### src/rtl/seq_ctrl_pkg.sv
// Shared definitions for the serial pattern-detector run controller.
package seq_ctrl_pkg;

    typedef enum logic [1:0] {
        ST_IDLE = 2'b00,
        ST_ARM  = 2'b01,
        ST_RUN  = 2'b10,
        ST_DONE = 2'b11
    } state_e;

    localparam int PAT_W_DEF = 4;
    localparam int CNT_W_DEF = 8;
    localparam int TMO_W_DEF = 16;

endpackage

### src/rtl/seq_detect_ctrl_if.sv
// Start/done handshake, run configuration and serial stream between control logic and detector.
interface seq_detect_ctrl_if #(
    parameter int PAT_W = 4,
    parameter int CNT_W = 8,
    parameter int TMO_W = 16
);
    logic             start;
    logic             abort;
    logic [PAT_W-1:0] pattern;
    logic             overlap;
    logic [CNT_W-1:0] match_target;
    logic [TMO_W-1:0] timeout;
    logic             in;
    logic             in_valid;
    logic             busy;
    logic             match;
    logic [CNT_W-1:0] match_cnt;
    logic             done;
    logic             timed_out;
    logic [1:0]       pre_s;

    modport master (
        output start, abort, pattern, overlap, match_target, timeout, in, in_valid,
        input  busy, match, match_cnt, done, timed_out, pre_s
    );

    modport slave (
        input  start, abort, pattern, overlap, match_target, timeout, in, in_valid,
        output busy, match, match_cnt, done, timed_out, pre_s
    );
endinterface

### src/rtl/seq_shift_match.sv
// Serial shift register with fill tracking; hit is the match decision for the bit being shifted in now.
module seq_shift_match #(
    parameter int PAT_W = 4
) (
    input  logic             clk,
    input  logic             reset,
    input  logic             clr,
    input  logic             shift_en,
    input  logic             in_bit,
    input  logic [PAT_W-1:0] pattern,
    input  logic             overlap,
    output logic             hit
);
    localparam int FILL_W = $clog2(PAT_W + 1);
    localparam logic [FILL_W-1:0] FILL_FULL = FILL_W'(PAT_W);

    logic [PAT_W-1:0]  sr_q, sr_d;
    logic [FILL_W-1:0] fill_q, fill_d, fill_inc;

    always_comb begin
        sr_d     = sr_q;
        fill_d   = fill_q;
        hit      = 1'b0;
        fill_inc = (fill_q == FILL_FULL) ? FILL_FULL : fill_q + FILL_W'(1);
        if (clr) begin
            sr_d   = '0;
            fill_d = '0;
        end else if (shift_en) begin
            sr_d   = {sr_q[PAT_W-2:0], in_bit};
            hit    = (fill_inc == FILL_FULL) && (sr_d == pattern);
            // Non-overlapping mode: the next match must be built from fresh bits only.
            fill_d = (hit && !overlap) ? '0 : fill_inc;
        end
    end

    always_ff @(posedge clk or negedge reset) begin
        if (!reset) begin
            sr_q   <= '0;
            fill_q <= '0;
        end else begin
            sr_q   <= sr_d;
            fill_q <= fill_d;
        end
    end

endmodule

### src/rtl/seq_detect_ctrl.sv
// Run controller for the serial pattern detector: latches a run config, counts matches,
// and ends on target or timeout through a 4-phase start/done handshake.
//   state | meaning
//   IDLE  | waiting for start; config sampled here
//   ARM   | one cycle, clears detector and timeout counter
//   RUN   | detecting; counts matches and RUN cycles
//   DONE  | result held until start drops
module seq_detect_ctrl
    import seq_ctrl_pkg::*;
#(
    parameter int PAT_W = 4,
    parameter int CNT_W = 8,
    parameter int TMO_W = 16
) (
    input logic              clk,
    input logic              reset,
    seq_detect_ctrl_if.slave bus
);
    state_e           state_q, state_d;
    logic [PAT_W-1:0] cfg_pattern_q, cfg_pattern_d;
    logic             cfg_overlap_q, cfg_overlap_d;
    logic [CNT_W-1:0] cfg_target_q, cfg_target_d;
    logic [TMO_W-1:0] cfg_timeout_q, cfg_timeout_d;
    logic [CNT_W-1:0] match_cnt_q, match_cnt_d;
    logic [TMO_W-1:0] tmo_cnt_q, tmo_cnt_d;
    logic             timed_out_q, timed_out_d;
    logic             match_q, match_d;

    logic             clr, shift_en, hit;
    logic [CNT_W-1:0] cnt_inc;
    logic             target_hit, tmo_hit;

    assign clr      = (state_q == ST_ARM);
    assign shift_en = (state_q == ST_RUN) && !bus.abort && bus.in_valid;

    seq_shift_match #(.PAT_W(PAT_W)) u_shift_match (
        .clk      (clk),
        .reset    (reset),
        .clr      (clr),
        .shift_en (shift_en),
        .in_bit   (bus.in),
        .pattern  (cfg_pattern_q),
        .overlap  (cfg_overlap_q),
        .hit      (hit)
    );

    assign cnt_inc    = (match_cnt_q == '1) ? match_cnt_q : match_cnt_q + CNT_W'(1);
    assign target_hit = (cfg_target_q != '0) && (cnt_inc == cfg_target_q);
    assign tmo_hit    = (cfg_timeout_q != '0) && (tmo_cnt_q == cfg_timeout_q - TMO_W'(1));

    always_comb begin
        state_d       = state_q;
        cfg_pattern_d = cfg_pattern_q;
        cfg_overlap_d = cfg_overlap_q;
        cfg_target_d  = cfg_target_q;
        cfg_timeout_d = cfg_timeout_q;
        match_cnt_d   = match_cnt_q;
        tmo_cnt_d     = tmo_cnt_q;
        timed_out_d   = timed_out_q;
        match_d       = 1'b0;
        case (state_q)
            ST_IDLE: begin
                if (bus.start && !bus.abort) begin
                    cfg_pattern_d = bus.pattern;
                    cfg_overlap_d = bus.overlap;
                    cfg_target_d  = bus.match_target;
                    cfg_timeout_d = bus.timeout;
                    match_cnt_d   = '0;
                    timed_out_d   = 1'b0;
                    state_d       = ST_ARM;
                end
            end
            ST_ARM: begin
                if (bus.abort) begin
                    timed_out_d = 1'b0;
                    state_d     = ST_IDLE;
                end else begin
                    tmo_cnt_d = '0;
                    state_d   = ST_RUN;
                end
            end
            ST_RUN: begin
                if (bus.abort) begin
                    timed_out_d = 1'b0;
                    state_d     = ST_IDLE;
                end else begin
                    tmo_cnt_d = tmo_cnt_q + TMO_W'(1);
                    if (hit) begin
                        match_d     = 1'b1;
                        match_cnt_d = cnt_inc;
                    end
                    // A target-reaching match on the timeout edge is reported as success.
                    if (hit && target_hit) begin
                        timed_out_d = 1'b0;
                        state_d     = ST_DONE;
                    end else if (tmo_hit) begin
                        timed_out_d = 1'b1;
                        state_d     = ST_DONE;
                    end
                end
            end
            ST_DONE: begin
                if (bus.abort) begin
                    timed_out_d = 1'b0;
                    state_d     = ST_IDLE;
                end else if (!bus.start) begin
                    state_d = ST_IDLE;
                end
            end
            default: state_d = ST_IDLE;
        endcase
    end

    always_ff @(posedge clk or negedge reset) begin
        if (!reset) begin
            state_q       <= ST_IDLE;
            cfg_pattern_q <= '0;
            cfg_overlap_q <= 1'b0;
            cfg_target_q  <= '0;
            cfg_timeout_q <= '0;
            match_cnt_q   <= '0;
            tmo_cnt_q     <= '0;
            timed_out_q   <= 1'b0;
            match_q       <= 1'b0;
        end else begin
            state_q       <= state_d;
            cfg_pattern_q <= cfg_pattern_d;
            cfg_overlap_q <= cfg_overlap_d;
            cfg_target_q  <= cfg_target_d;
            cfg_timeout_q <= cfg_timeout_d;
            match_cnt_q   <= match_cnt_d;
            tmo_cnt_q     <= tmo_cnt_d;
            timed_out_q   <= timed_out_d;
            match_q       <= match_d;
        end
    end

    assign bus.busy      = (state_q == ST_ARM) || (state_q == ST_RUN);
    assign bus.done      = (state_q == ST_DONE);
    assign bus.timed_out = (state_q == ST_DONE) && timed_out_q;
    assign bus.match     = match_q;
    assign bus.match_cnt = match_cnt_q;
    assign bus.pre_s     = state_q;

endmodule
### src/flat_wrapper.sv
// flat-port wrapper written by rule: the top's interface ports become plain ports
module seq_detect_ctrl_flat import seq_ctrl_pkg::*;
#(
    parameter int PAT_W = 4,
    parameter int CNT_W = 8,
    parameter int TMO_W = 16
)
  (clk, reset, bus_start, bus_abort, bus_pattern, bus_overlap, bus_match_target, bus_timeout, bus_in, bus_in_valid, bus_busy, bus_match, bus_match_cnt, bus_done, bus_timed_out, bus_pre_s);
  seq_detect_ctrl_if #(.PAT_W(PAT_W), .CNT_W(CNT_W), .TMO_W(TMO_W)) bus_i ();
  input logic clk;
  input logic reset;
  input wire logic [$bits(bus_i.start)-1:0] bus_start;
  input wire logic [$bits(bus_i.abort)-1:0] bus_abort;
  input wire logic [$bits(bus_i.pattern)-1:0] bus_pattern;
  input wire logic [$bits(bus_i.overlap)-1:0] bus_overlap;
  input wire logic [$bits(bus_i.match_target)-1:0] bus_match_target;
  input wire logic [$bits(bus_i.timeout)-1:0] bus_timeout;
  input wire logic [$bits(bus_i.in)-1:0] bus_in;
  input wire logic [$bits(bus_i.in_valid)-1:0] bus_in_valid;
  output wire logic [$bits(bus_i.busy)-1:0] bus_busy;
  output wire logic [$bits(bus_i.match)-1:0] bus_match;
  output wire logic [$bits(bus_i.match_cnt)-1:0] bus_match_cnt;
  output wire logic [$bits(bus_i.done)-1:0] bus_done;
  output wire logic [$bits(bus_i.timed_out)-1:0] bus_timed_out;
  output wire logic [$bits(bus_i.pre_s)-1:0] bus_pre_s;
  assign bus_i.start = bus_start;
  assign bus_i.abort = bus_abort;
  assign bus_i.pattern = bus_pattern;
  assign bus_i.overlap = bus_overlap;
  assign bus_i.match_target = bus_match_target;
  assign bus_i.timeout = bus_timeout;
  assign bus_i.in = bus_in;
  assign bus_i.in_valid = bus_in_valid;
  assign bus_busy = bus_i.busy;
  assign bus_match = bus_i.match;
  assign bus_match_cnt = bus_i.match_cnt;
  assign bus_done = bus_i.done;
  assign bus_timed_out = bus_i.timed_out;
  assign bus_pre_s = bus_i.pre_s;
  seq_detect_ctrl #(.PAT_W(PAT_W), .CNT_W(CNT_W), .TMO_W(TMO_W)) u_core (.clk(clk), .reset(reset), .bus(bus_i));
endmodule
### config.mk
export PLATFORM = sky130hd
export DESIGN_NAME = seq_detect_ctrl_flat
export DESIGN_NICKNAME = d
export VERILOG_FILES = /design/src/rtl/seq_ctrl_pkg.sv /design/src/rtl/seq_detect_ctrl_if.sv /design/src/rtl/seq_shift_match.sv /design/src/rtl/seq_detect_ctrl.sv /design/src/flat_wrapper.sv
export SDC_FILE = /design/constraint.sdc
export NUM_CORES = 1
export LEC_CHECK = 0
export CORE_MARGIN = 2
export CORE_UTILIZATION = 40
export CTS_CLUSTER_DIAMETER = 30
export DETAILED_ROUTE_END_ITERATION = 12
export DONT_BUFFER_PORTS = 1
export SYNTH_ARGS = -nofsm -noshare
export SYNTH_HDL_FRONTEND = slang
export SYNTH_SLANG_ARGS = --single-unit
### constraint.sdc
create_clock -name clk -period 5.2 [get_ports clk]
set_input_delay 0.52 -clock clk [delete_from_list [all_inputs] [get_ports clk]]
set_output_delay 0.52 -clock clk [all_outputs]
set_load 0.02 [all_outputs]
==> out/qor.txt, run 1 <==
Run status: finished clean
M1 WL: 3820 um
Wirelength per Cell: 16.3 um
Htree depth: 3
Sw Share: 0.383
First-pass GRT wire length: 14100 um
Vias per cell: 5.58
Worst rel slew slack: 0.386
Critical R2R Capture: u_core.bus.pre_s[1]
WL final: 8470 um
Ys Warns: 0
TritonCTS clock tree: done
Met2 wire len: 4070 um
Die area: 10400 sq um
Max-Cap Viols: 0
Detail Placement HPWL: 6020 um
Min Tclk post-route: 3.52 ns
Port bufs: 0
Pwr dens: 481 nW/um^2
Crit path DAT: 3.75 ns
Share of layout cells above drive strength 1: 0.153
Core footprint: 9280 sq um
Seq/Total Area, Yosys: 0.411
Setup TNS: 0 ns
GR Overflow Total: 0
Pwr Total: 2.01 mW
# rows: 35
Top_reg_cell synth: dfrtp_1
Number of nets with antenna violations after routing: 0
Fin. max-slew vios: 0
Crit. End Element: register
Flop pwr share: 0.412
Initial DRC count: 92
Pin count of the biggest net entering global routing: 64
Synth Cell Area: 3830 sq um
Final setup fails: 0
Die W: 102 um
Initial Util: 0.413
Logic pwr share: 0.353
Clock Path Buffers: 2
Asr flop ratio synth: 1.00
Internal power: 1.24 mW
VDD IR max: 256 uV
Mapped Cells: 391
Clock group share of total power: 0.235
Unique masters post-synth: 57
Slew @ Worst Pin: 0.917 ns
Area growth from synthesis to layout: 9.14%
P_leak: 1.74 nW
First-pass DRT Iterations: 4
Final Util: 0.451
Yosys reg bits: 63
Max Freq: 284 MHz
Final-stage net count: 431
Worst R2R Setup Slack: 1.68 ns
GRT Total Usage: 0.173
RD Place Congestion: 0.852
Post-synthesis net count: 435
CP Max Fanout: 15
Critical path class: register to register
Final period util: 0.676
Die height: 102 um
Routed wl met3: 462 um
Vias in the first global route: 2871
Remaining DRCs: 0
NetSw: 770 uW
RSZ-0062 raised after global routing: no
Clk pin slew, worst setup/hold paths: 0.07 ns
Ports: 49
Initial antenna violation count: 0
Highest Signal Layer: met4
Reg2Reg Depth: 9
Number of CTS-inserted buffers: 9
Clock Root Buffer: clkbuf_8
Clk Latency, worst-skew pair: 0.35 ns
Routed via count: 2905
Syn Area/Cell: 9.81 sq um
Fillers: 911
Ant diodes: 0
Clock sink total: 63
Final hold viol count: 0
Fin Clk Skew: 0.0135 ns
Crit start category: register
EDFF count, synth: 0
HP Class: input port to asynchronous set/reset pin
Critical path data required time: 5.43 ns
Worst r2r src: u_core.bus.pre_s[0]
## through the flow
| step | hold WS, ns | area [sq um] | setup slack, ns | cells |
|---|---|---|---|---|
| 6_report | 0.0459 | 4190 | 1.68 | 521 |
| 3_3_place_gp | 0.226 | 3940 | 1.76 | 504 |
| 5_1_grt | 0.0568 | 4190 | 1.43 | 521 |
| 2_1_floorplan | 0.224 | 3830 | 2.28 | 391 |
| 3_5_place_dp | 0.227 | 3940 | 1.71 | 504 |
| 4_1_cts | 0.0498 | 4190 | 1.68 | 521 |
## layout make-up
cell class              instances  area (sq um)  area share
multi-input cells             302          2160       0.516
flip-flops and latches         63          1580       0.377
well taps                     129           161      0.0386
clock buffers                   9           124      0.0296
clock inverters                 7          96.3      0.0230
repair buffers                  2          35.0     0.00837
inverters                       9          33.8     0.00807
## metal layers
| metal | up-vias | GRT usage |
|---|---|---|
| li1 | 1403 | - |
| met2 | 71 | 0.285 |
| met4 | 0 | 0.0462 |
| met3 | 13 | 0.0540 |
| met1 | 1418 | 0.222 |
| met5 | - | 0 |
## cells in the mapped netlist, types with 2 or more instances
cell,number,area [sq um]
a211oi_1,3,22.5
a21boi_0,2,15.0
a21o_1,2,15.0
a21oi_1,19,95.1
a22o_1,5,43.8
a31oi_1,7,43.8
a41oi_1,2,17.5
and2_1,3,18.8
and3_1,6,37.5
and4_1,2,17.5
clkbuf_1,15,56.3
dfrtp_1,63,1580
ha_1,9,113
inv_1,9,33.8
mux2_2,31,349
mux2i_1,5,50.1
nand2_1,22,82.6
nand2b_1,7,43.8
nand3_1,10,50.1
nand3b_1,4,30.0
nand4_1,12,75.1
nor2_1,42,158
nor2b_1,6,37.5
nor3_1,8,40.0
nor4_1,6,37.5
o21a_1,3,22.5
o21ai_0,9,45.0
o21bai_1,3,22.5
or3_1,2,12.5
or4_1,4,30.0
or4_4,2,22.5
xnor2_1,22,193
xor2_1,22,193
## what timing repair did
action / in CTS / in global routing
gates resized for setup: 0 / 0
setup buffers: 0 / 0
hold buffers: 1 / 0
hold endpoints to repair: 63 / 0
## power by group through the flow
stage               Combinational, mW  Sequential, mW  Clock [mW]
finish                          0.711           0.829       0.473
global route                    0.795           0.855       0.512
CTS                             0.714           0.827       0.487
detailed placement              0.698           0.835           0
global placement                0.681           0.829           0
floorplan                       0.611           0.761           0
## state kept, by name, indices dropped and copies added, names as in the netlist
| name | cells |
|---|---|
| u_core.cfg_target_q | 8 |
| u_core.cfg_overlap_q | 1 |
| u_core.cfg_pattern_q | 4 |
| u_core.cfg_timeout_q | 16 |
| u_core.u_shift_match.sr_q | 3 |
| u_core.bus.match | 1 |
| u_core.timed_out_q | 1 |
| u_core.bus.match_cnt | 8 |
| u_core.u_shift_match.fill_q | 3 |
| u_core.bus.pre_s | 2 |
| u_core.tmo_cnt_q | 16 |
## cell usage in the layout, fill, tap and decap left out, types with 8 or more instances in the layout
master | Yosys | routed
dfrtp_1 | 63 | 63
nor2_1 | 42 | 42
mux2_2 | 31 | 31
xor2_1 | 22 | 22
nand2_1 | 22 | 22
xnor2_1 | 22 | 22
a21oi_1 | 19 | 19
nand4_1 | 12 | 12
nand3_1 | 10 | 10
inv_1 | 9 | 9
o21ai_0 | 9 | 9
ha_1 | 9 | 9
clkbuf_8 | 0 | 9
nor3_1 | 8 | 8
## worst max path at each step
stage | startpoint | to | depth (start not counted)
final | u_core.bus.pre_s[0] | u_core.bus.pre_s[1] | 9
after global placement | u_core.bus.pre_s[0] | u_core.bus.pre_s[1] | 9
after global routing | u_core.bus.pre_s[0] | u_core.bus.pre_s[1] | 9
after detailed placement | u_core.bus.pre_s[0] | u_core.bus.pre_s[1] | 9
after CTS | u_core.bus.pre_s[0] | u_core.bus.pre_s[1] | 9
after floorplan | u_core.bus.pre_s[0] | u_core.bus.pre_s[1] | 9
## critical path: stages (launching register included)
cell and delay (ns):
dfrtp_1 0.49, inv_1 0.14, ha_1 0.50, nand3b_1 0.35, or4b_2 0.73, nor4_4 0.23
nand2_1 0.11, o41ai_1 0.45, a21oi_2 0.08, mux2_4 0.31
## kinds of logic (layout without fill, tap and decap cells)
| logic type | count (synthesis) | after routing | synth area share |
|---|---|---|---|
| and+or+nand+nor | 145 | 145 | 0.207 |
| DFF | 63 | 63 | 0.411 |
| buffers and inverters | 26 | 27 | 0.0274 |
| muxes | 37 | 37 | 0.108 |
| adders and majority gates | 9 | 9 | 0.0294 |
| xor gates and xnor gates | 44 | 44 | 0.100 |
| AOI/OAI and AO/OA | 67 | 67 | 0.117 |
(Power assumes the default switching activity.)
==> run 2: changes to the inputs <==
- clock period: 5.2 -> 3.35 ns (I/O delays scaled with it)
==> run 2 against run 1 <==
Critical path depth did not move. Wire length fell by 2.2%. Clock skew barely moved. Critical endpoint unchanged. First-iteration DRC count rose by 21%. Sequential share of layout area fell by 0.87 points. Clock power rose by 87%. Sequential power rose by 54%. Via count rose by 0.21%. Non-clock buffer count rose by 7. Clock-buffer cell count did not move.
==> out/qor.txt, run 2 (same netlist as run 1, synthesis figures left out) <==
Crit path DAT: 3.32 ns (-0.43 ns)
Crit. End Element: register
Routed via count: 2911 (+0.21%)
Pin count of the biggest net entering global routing: 64 (unchanged)
Levels on crit path: 9 (unchanged)
# rows: 35 (unchanged)
Worst rel slew slack: 0.541 (+0.155)
Min Tclk post-route: 3.08 ns (-0.434 ns)
Clock sink total: 63 (unchanged)
Share of layout cells above drive strength 1: 0.163 (+0.00985)
HP Class: input port to register
Global-route met3 utilization: 0.0499 (-0.00410)
Critical path data required time: 3.59 ns (-1.84 ns)
Htree depth: 3 (unchanged)
Vias per cell: 5.51 (-1.1%)
Port bufs: 0 (unchanged)
Initial DRC count: 111 (+21%)
Final setup fails: 0 (unchanged)
Ports: 49 (unchanged)
CP max-delay cell: nor4b_1
Core footprint: 9280 sq um (unchanged)
Wirelength per Cell: 15.7 um (-3.5%)
Critical path cell sequence: inv_1 -> ha_1 -> nor4b_1 -> nand4_1 -> o32ai_1 -> a31oi_1 -> nor4b_2 -> a21oi_2 -> mux2_4
Clk Latency, worst-skew pair: 0.35 ns (about the same)
M1 GR Usage: 0.228 (+0.00576)
Clk pin slew, worst setup/hold paths: 0.08 ns (about the same)
Final hold viol count: 0 (unchanged)
Die height: 102 um (unchanged)
Clock Root Buffer: clkbuf_8
Fin. max-slew vios: 0 (unchanged)
Final-stage net count: 438 (+1.6%)
Initial Util: 0.413 (unchanged)
Buf/Inv on CP: 1 (unchanged)
Pwr dens: 768 nW/um^2 (+60%)
TritonCTS clock tree: done
Max Freq: 324 MHz (+14%)
Run status: finished clean
Slew @ Worst Pin: 0.684 ns (-0.234 ns)
WL final: 8290 um (-2.2%)
CP Max Fanout: 9 (-6)
Initial antenna violation count: 0 (unchanged)
Placed Cells: 510 (+1.2%)
Remaining DRCs: 0 (unchanged)
VDD IR max: 448 uV (+75%)
Post-Place Setup Slack: 0.370 ns (-1.34 ns)
Pwr Total: 3.29 mW (+63%)
Reg2Reg Depth: 9 (unchanged)
Number of CTS-inserted buffers: 9 (unchanged)
Setup TNS: 0 ns (unchanged)
First-pass GRT wire length: 14100 um (about the same)
Die W: 102 um (unchanged)
Most frequent cells in the layout: 63 x dfrtp_1, 42 x nor2_1, 31 x mux2_2
Regs by FF count: u_core.cfg_timeout_q (16), u_core.tmo_cnt_q (16)
Ant diodes: 0 (unchanged)
Die area: 10400 sq um (unchanged)
Max-Cap Viols: 0 (unchanged)
Number of nets with antenna violations after routing: 0 (unchanged)
Final period util: 0.920 (+0.244)
Most common cell after layout, fill and taps aside: dfrtp_1
CP max stage delay: 0.57 ns (-0.16 ns)
Hold Path Stages: 1
Vias in the first global route: 2893 (+0.77%)
Fin cells: 528 (+1.3%)
RD Place Congestion: 0.821 (-3.6%)
Final Util: 0.461 (+0.0106)
GRT Total Usage: 0.172 (-0.00100)
Crit start category: register
Fillers: 922 (+1.2%)
Fin Clk Skew: 0.0133 ns (-0.000178 ns)
P_leak: 1.80 nW (+3.5%)
Cts repair resizes: 0 (unchanged)
Area growth from synthesis to layout: 11.7%
GR Overflow Total: 0 (unchanged)
Detail Placement HPWL: 5910 um (-1.9%)
RSZ-0062 raised after global routing: no
Clock Path Buffers: 2 (unchanged)
Critical path class: register to register
Met2 Usage GRT: 0.277 (-0.00759)
First-pass DRT Iterations: 4 (unchanged)
GRT busiest layer: met2
Setup slack after layout: 0.267 ns (-1.42 ns)
CP delay by family, top: simple AND/OR/NAND/NOR gates
## run 2: cell count changes in the layout (fill, tap and decap cells not counted), sizes merged
cell / delta
dlygate4sd3: +1
clkinv: +1
clkinvlp: -2
bufinv: +2
inv: -1
buf: +6
## run 2: final timing paths
kind | end | start | slack [ns]
max reg2reg | u_core.bus.pre_s[1] | u_core.cfg_timeout_q[0] | 0.27
min | u_core.cfg_pattern_q[2] | bus_pattern[2] | 0.13
max | u_core.bus.pre_s[1] | u_core.cfg_timeout_q[0] | 0.27
min in group asynchronous | u_core.cfg_timeout_q[7] | reset | 0.57
min reg2reg | u_core.tmo_cnt_q[15] | u_core.tmo_cnt_q[15] | 0.51
max in group asynchronous | u_core.cfg_target_q[5] | reset | 2.51
## run 2: repair_timing
item / 4_1_cts / 5_1_grt
hold endpoints to repair: 63 / 0
hold buffers: 2 / 0
setup buffers: 0 / 0
## run 2: metal layers
| layer | wire length, um | vias up |
|---|---|---|
| met3 | 389 | 6 |
| li1 | - | 1416 |
| met1 | 3980 | 1419 |
| met2 | 3840 | 70 |
| met4 | 71 | 0 |
| met5 | 0 | - |
## run 2: area by class of cell
class | instances | area [sq um] | area share
clock inverter | 7 | 145 | 0.0339
tap | 129 | 161 | 0.0377
multi-input combinational | 302 | 2150 | 0.503
timing repair buffer | 9 | 90.1 | 0.0210
inverter | 9 | 33.8 | 0.00789
sequential | 63 | 1580 | 0.368
clock buffer | 9 | 124 | 0.0289
## run 2: power by group
part	leakage, nW	switching (mW)	internal (mW)	total [mW]
clock	0.130	0.313	0.572	0.885
sequential	0.815	0.318	0.964	1.28
combinational	0.852	0.564	0.559	1.12
## run 2: stage by stage
step | cell area, sq um | hold slack (ns)
after floorplan | 3830 | 0.0394
after global placement | 3980 | 0.0417
after detailed placement | 3980 | 0.0424
after CTS | 4280 | 0.116
after global routing | 4280 | 0.111
final | 4280 | 0.130
==> run 3: changes to the inputs <==
- CORE_MARGIN: 2 -> 5
- CORE_UTILIZATION: 40 -> 64
- PLACE_DENSITY: not set -> 0.8
==> run 3 against run 2 <==
Global-route usage increased by 6.6 points. Die area decreased by 26%. Power decreased by 6.8%. Flip-flop and latch count unchanged. Via count increased by 0.79%. Sequential power about the same. Utilization increased by 24 points. Worst hold slack improved by 0.0066 ns. Maximum frequency increased by 3.1%. Design area decreased by 3.1%. Combinational power about the same. First-iteration DRC count increased by 88%. Largest power group unchanged.
==> out/qor.txt, run 3 (same netlist as run 1, synthesis figures left out) <==
Ports: 49 (unchanged)
Detail Placement HPWL: 5900 um (-0.17%)
TritonCTS clock tree: done
Final Instance Area: 4150 sq um (-3.1%)
Final-stage net count: 437 (-0.23%)
Clk Latency, worst-skew pair: 0.34 ns (about the same)
Max Freq: 335 MHz (+3.1%)
Pwr dens: 739 nW/um^2 (-3.7%)
WL final: 8030 um (-3.0%)
Hold Path Stages: 1 (unchanged)
Final hold viol count: 0 (unchanged)
Area growth from synthesis to layout: 8.22%
Vias in the first global route: 3042 (+5.2%)
Pin count of the biggest net entering global routing: 64 (unchanged)
Critical path class: register to register
Die area: 7640 sq um (-26%)
RD Place Congestion: 0.860 (+4.8%)
GRT Total Usage: 0.239 (+0.0662)
Fin Clk Skew: 0.00664 ns (-0.00671 ns)
Number of CTS-inserted buffers: 9 (unchanged)
Crit. End Element: register
Slew @ Worst Pin: 0.794 ns (+0.111 ns)
Remaining DRCs: 0 (unchanged)
Initial antenna violation count: 0 (unchanged)
Initial DRC count: 209 (+88%)
Vias per cell: 6.22 (+13%)
# rows: 28 (-20%)
Clock Path Buffers: 2 (unchanged)
Initial Util: 0.652 (+0.239)
VDD IR max: 570 uV (+27%)
Port bufs: 0 (unchanged)
Fin. max-slew vios: 0 (unchanged)
Run status: finished clean
Htree depth: 3 (unchanged)
Final setup fails: 0 (unchanged)
Max-Cap Viols: 0 (unchanged)
Core footprint: 5890 sq um (-37%)
Most frequent cells in the layout: 63 x dfrtp_1, 42 x nor2_1, 31 x mux2_2
Crit start category: register
Crit path DAT: 3.21 ns (-0.11 ns)
Share of layout cells above drive strength 1: 0.156 (-0.00674)
Wirelength per Cell: 17.0 um (+8.5%)
CP Max Fanout: 10 (+1)
Pwr Total: 3.07 mW (-6.8%)
Final period util: 0.892 (-0.0280)
Setup Fix Bufs, Post-CTS: 0 (unchanged)
Die height: 87.4 um (-14%)
Clk pin slew, worst setup/hold paths: 0.07 ns (about the same)
Cell Area, Placed: 3920 sq um (-1.6%)
HP Class: input port to register
P_leak: 1.77 nW (-1.7%)
First-pass GRT wire length: 14300 um (+1.2%)
Critical path data required time: 3.57 ns (-0.02 ns)
Clock Root Buffer: clkbuf_8
RSZ-0062 raised after global routing: no
GR Overflow Total: 0 (unchanged)
Worst rel slew slack: 0.467 (-0.0744)
Die W: 87.4 um (-14%)
First-pass DRT Iterations: 4 (unchanged)
Regs by FF count: u_core.cfg_timeout_q (16), u_core.tmo_cnt_q (16)
Routed via count: 2934 (+0.79%)
Min Tclk post-route: 2.99 ns (-0.0936 ns)
Number of nets with antenna violations after routing: 0 (unchanged)
Setup TNS: 0 ns (unchanged)
Most common cell after layout, fill and taps aside: dfrtp_1
Clock sink total: 63 (unchanged)
Ant diodes: 0 (unchanged)
Reg2Reg Depth: 8 (-1)
## run 3: cell types whose count changed in the layout (fill, tap and decap cells not counted), sizes merged
cell and change:
bufinv -3, clkinv -1, buf -1, clkbuf +3
## run 3: routing by layer
metal,wire (um),track usage
met1,3580,0.319
met2,3800,0.370
met3,493,0.0520
met4,156,0.109
met5,0,0
## run 3: cell type report
class                           count  area [sq um]
Tap cell                           75          93.8
Sequential cell                    63          1580
Clock buffer                       12           155
Clock inverter                      3          42.5
Inverter                            9          33.8
Fill cell                         445          1740
Multi-Input combinational cell    302          2150
Timing Repair Buffer                8          95.1
## run 3: through the flow
stage / hold slack [ns] / util / setup slack, ns / instances
final: 0.137 / 0.705 / 0.361 / 472
after global routing: 0.125 / 0.705 / 0.0987 / 472
after CTS: 0.124 / 0.705 / 0.341 / 472
after detailed placement: 0.0418 / 0.665 / 0.373 / 455
after global placement: 0.0418 / 0.665 / 0.436 / 455
after floorplan: 0.0394 / - / 0.428 / 391
## run 3: report_power, final
group | internal, mW | leakage, nW | switching, mW
Combinational | 0.562 | 0.853 | 0.565
Sequential | 0.965 | 0.815 | 0.309
Clock | 0.379 | 0.0985 | 0.288
Total | 1.91 | 1.77 | 1.16
## run 3: path summary, 6_finish.rpt
kind                            slack (ns)            startpoint                        to
worst max-delay path                  0.36   u_core.bus.pre_s[1]       u_core.bus.pre_s[1]
worst min-delay path                  0.14   bus_match_target[1]    u_core.cfg_target_q[1]
worst max register to register        0.36   u_core.bus.pre_s[1]       u_core.bus.pre_s[1]
worst min register to register        0.50  u_core.tmo_cnt_q[15]      u_core.tmo_cnt_q[15]
max in group asynchronous             2.55                 reset  u_core.cfg_timeout_q[14]
min in group asynchronous             0.51                 reset   u_core.bus.match_cnt[4]
## run 3: repair_timing
item                                   4_1_cts  5_1_grt
resized for setup                            0        0
hold buffers                                 2        0
endpoints found under the hold margin       63        0
## run 3: critical path, cell delays in order (launching register included)
cell and delay, ns:
dfrtp_1 0.52, inv_1 0.11, ha_1 0.31, or4b_2 0.74, nor4_4 0.24, nand2_1 0.12
o41ai_1 0.42, a21oi_2 0.09, mux2_4 0.32
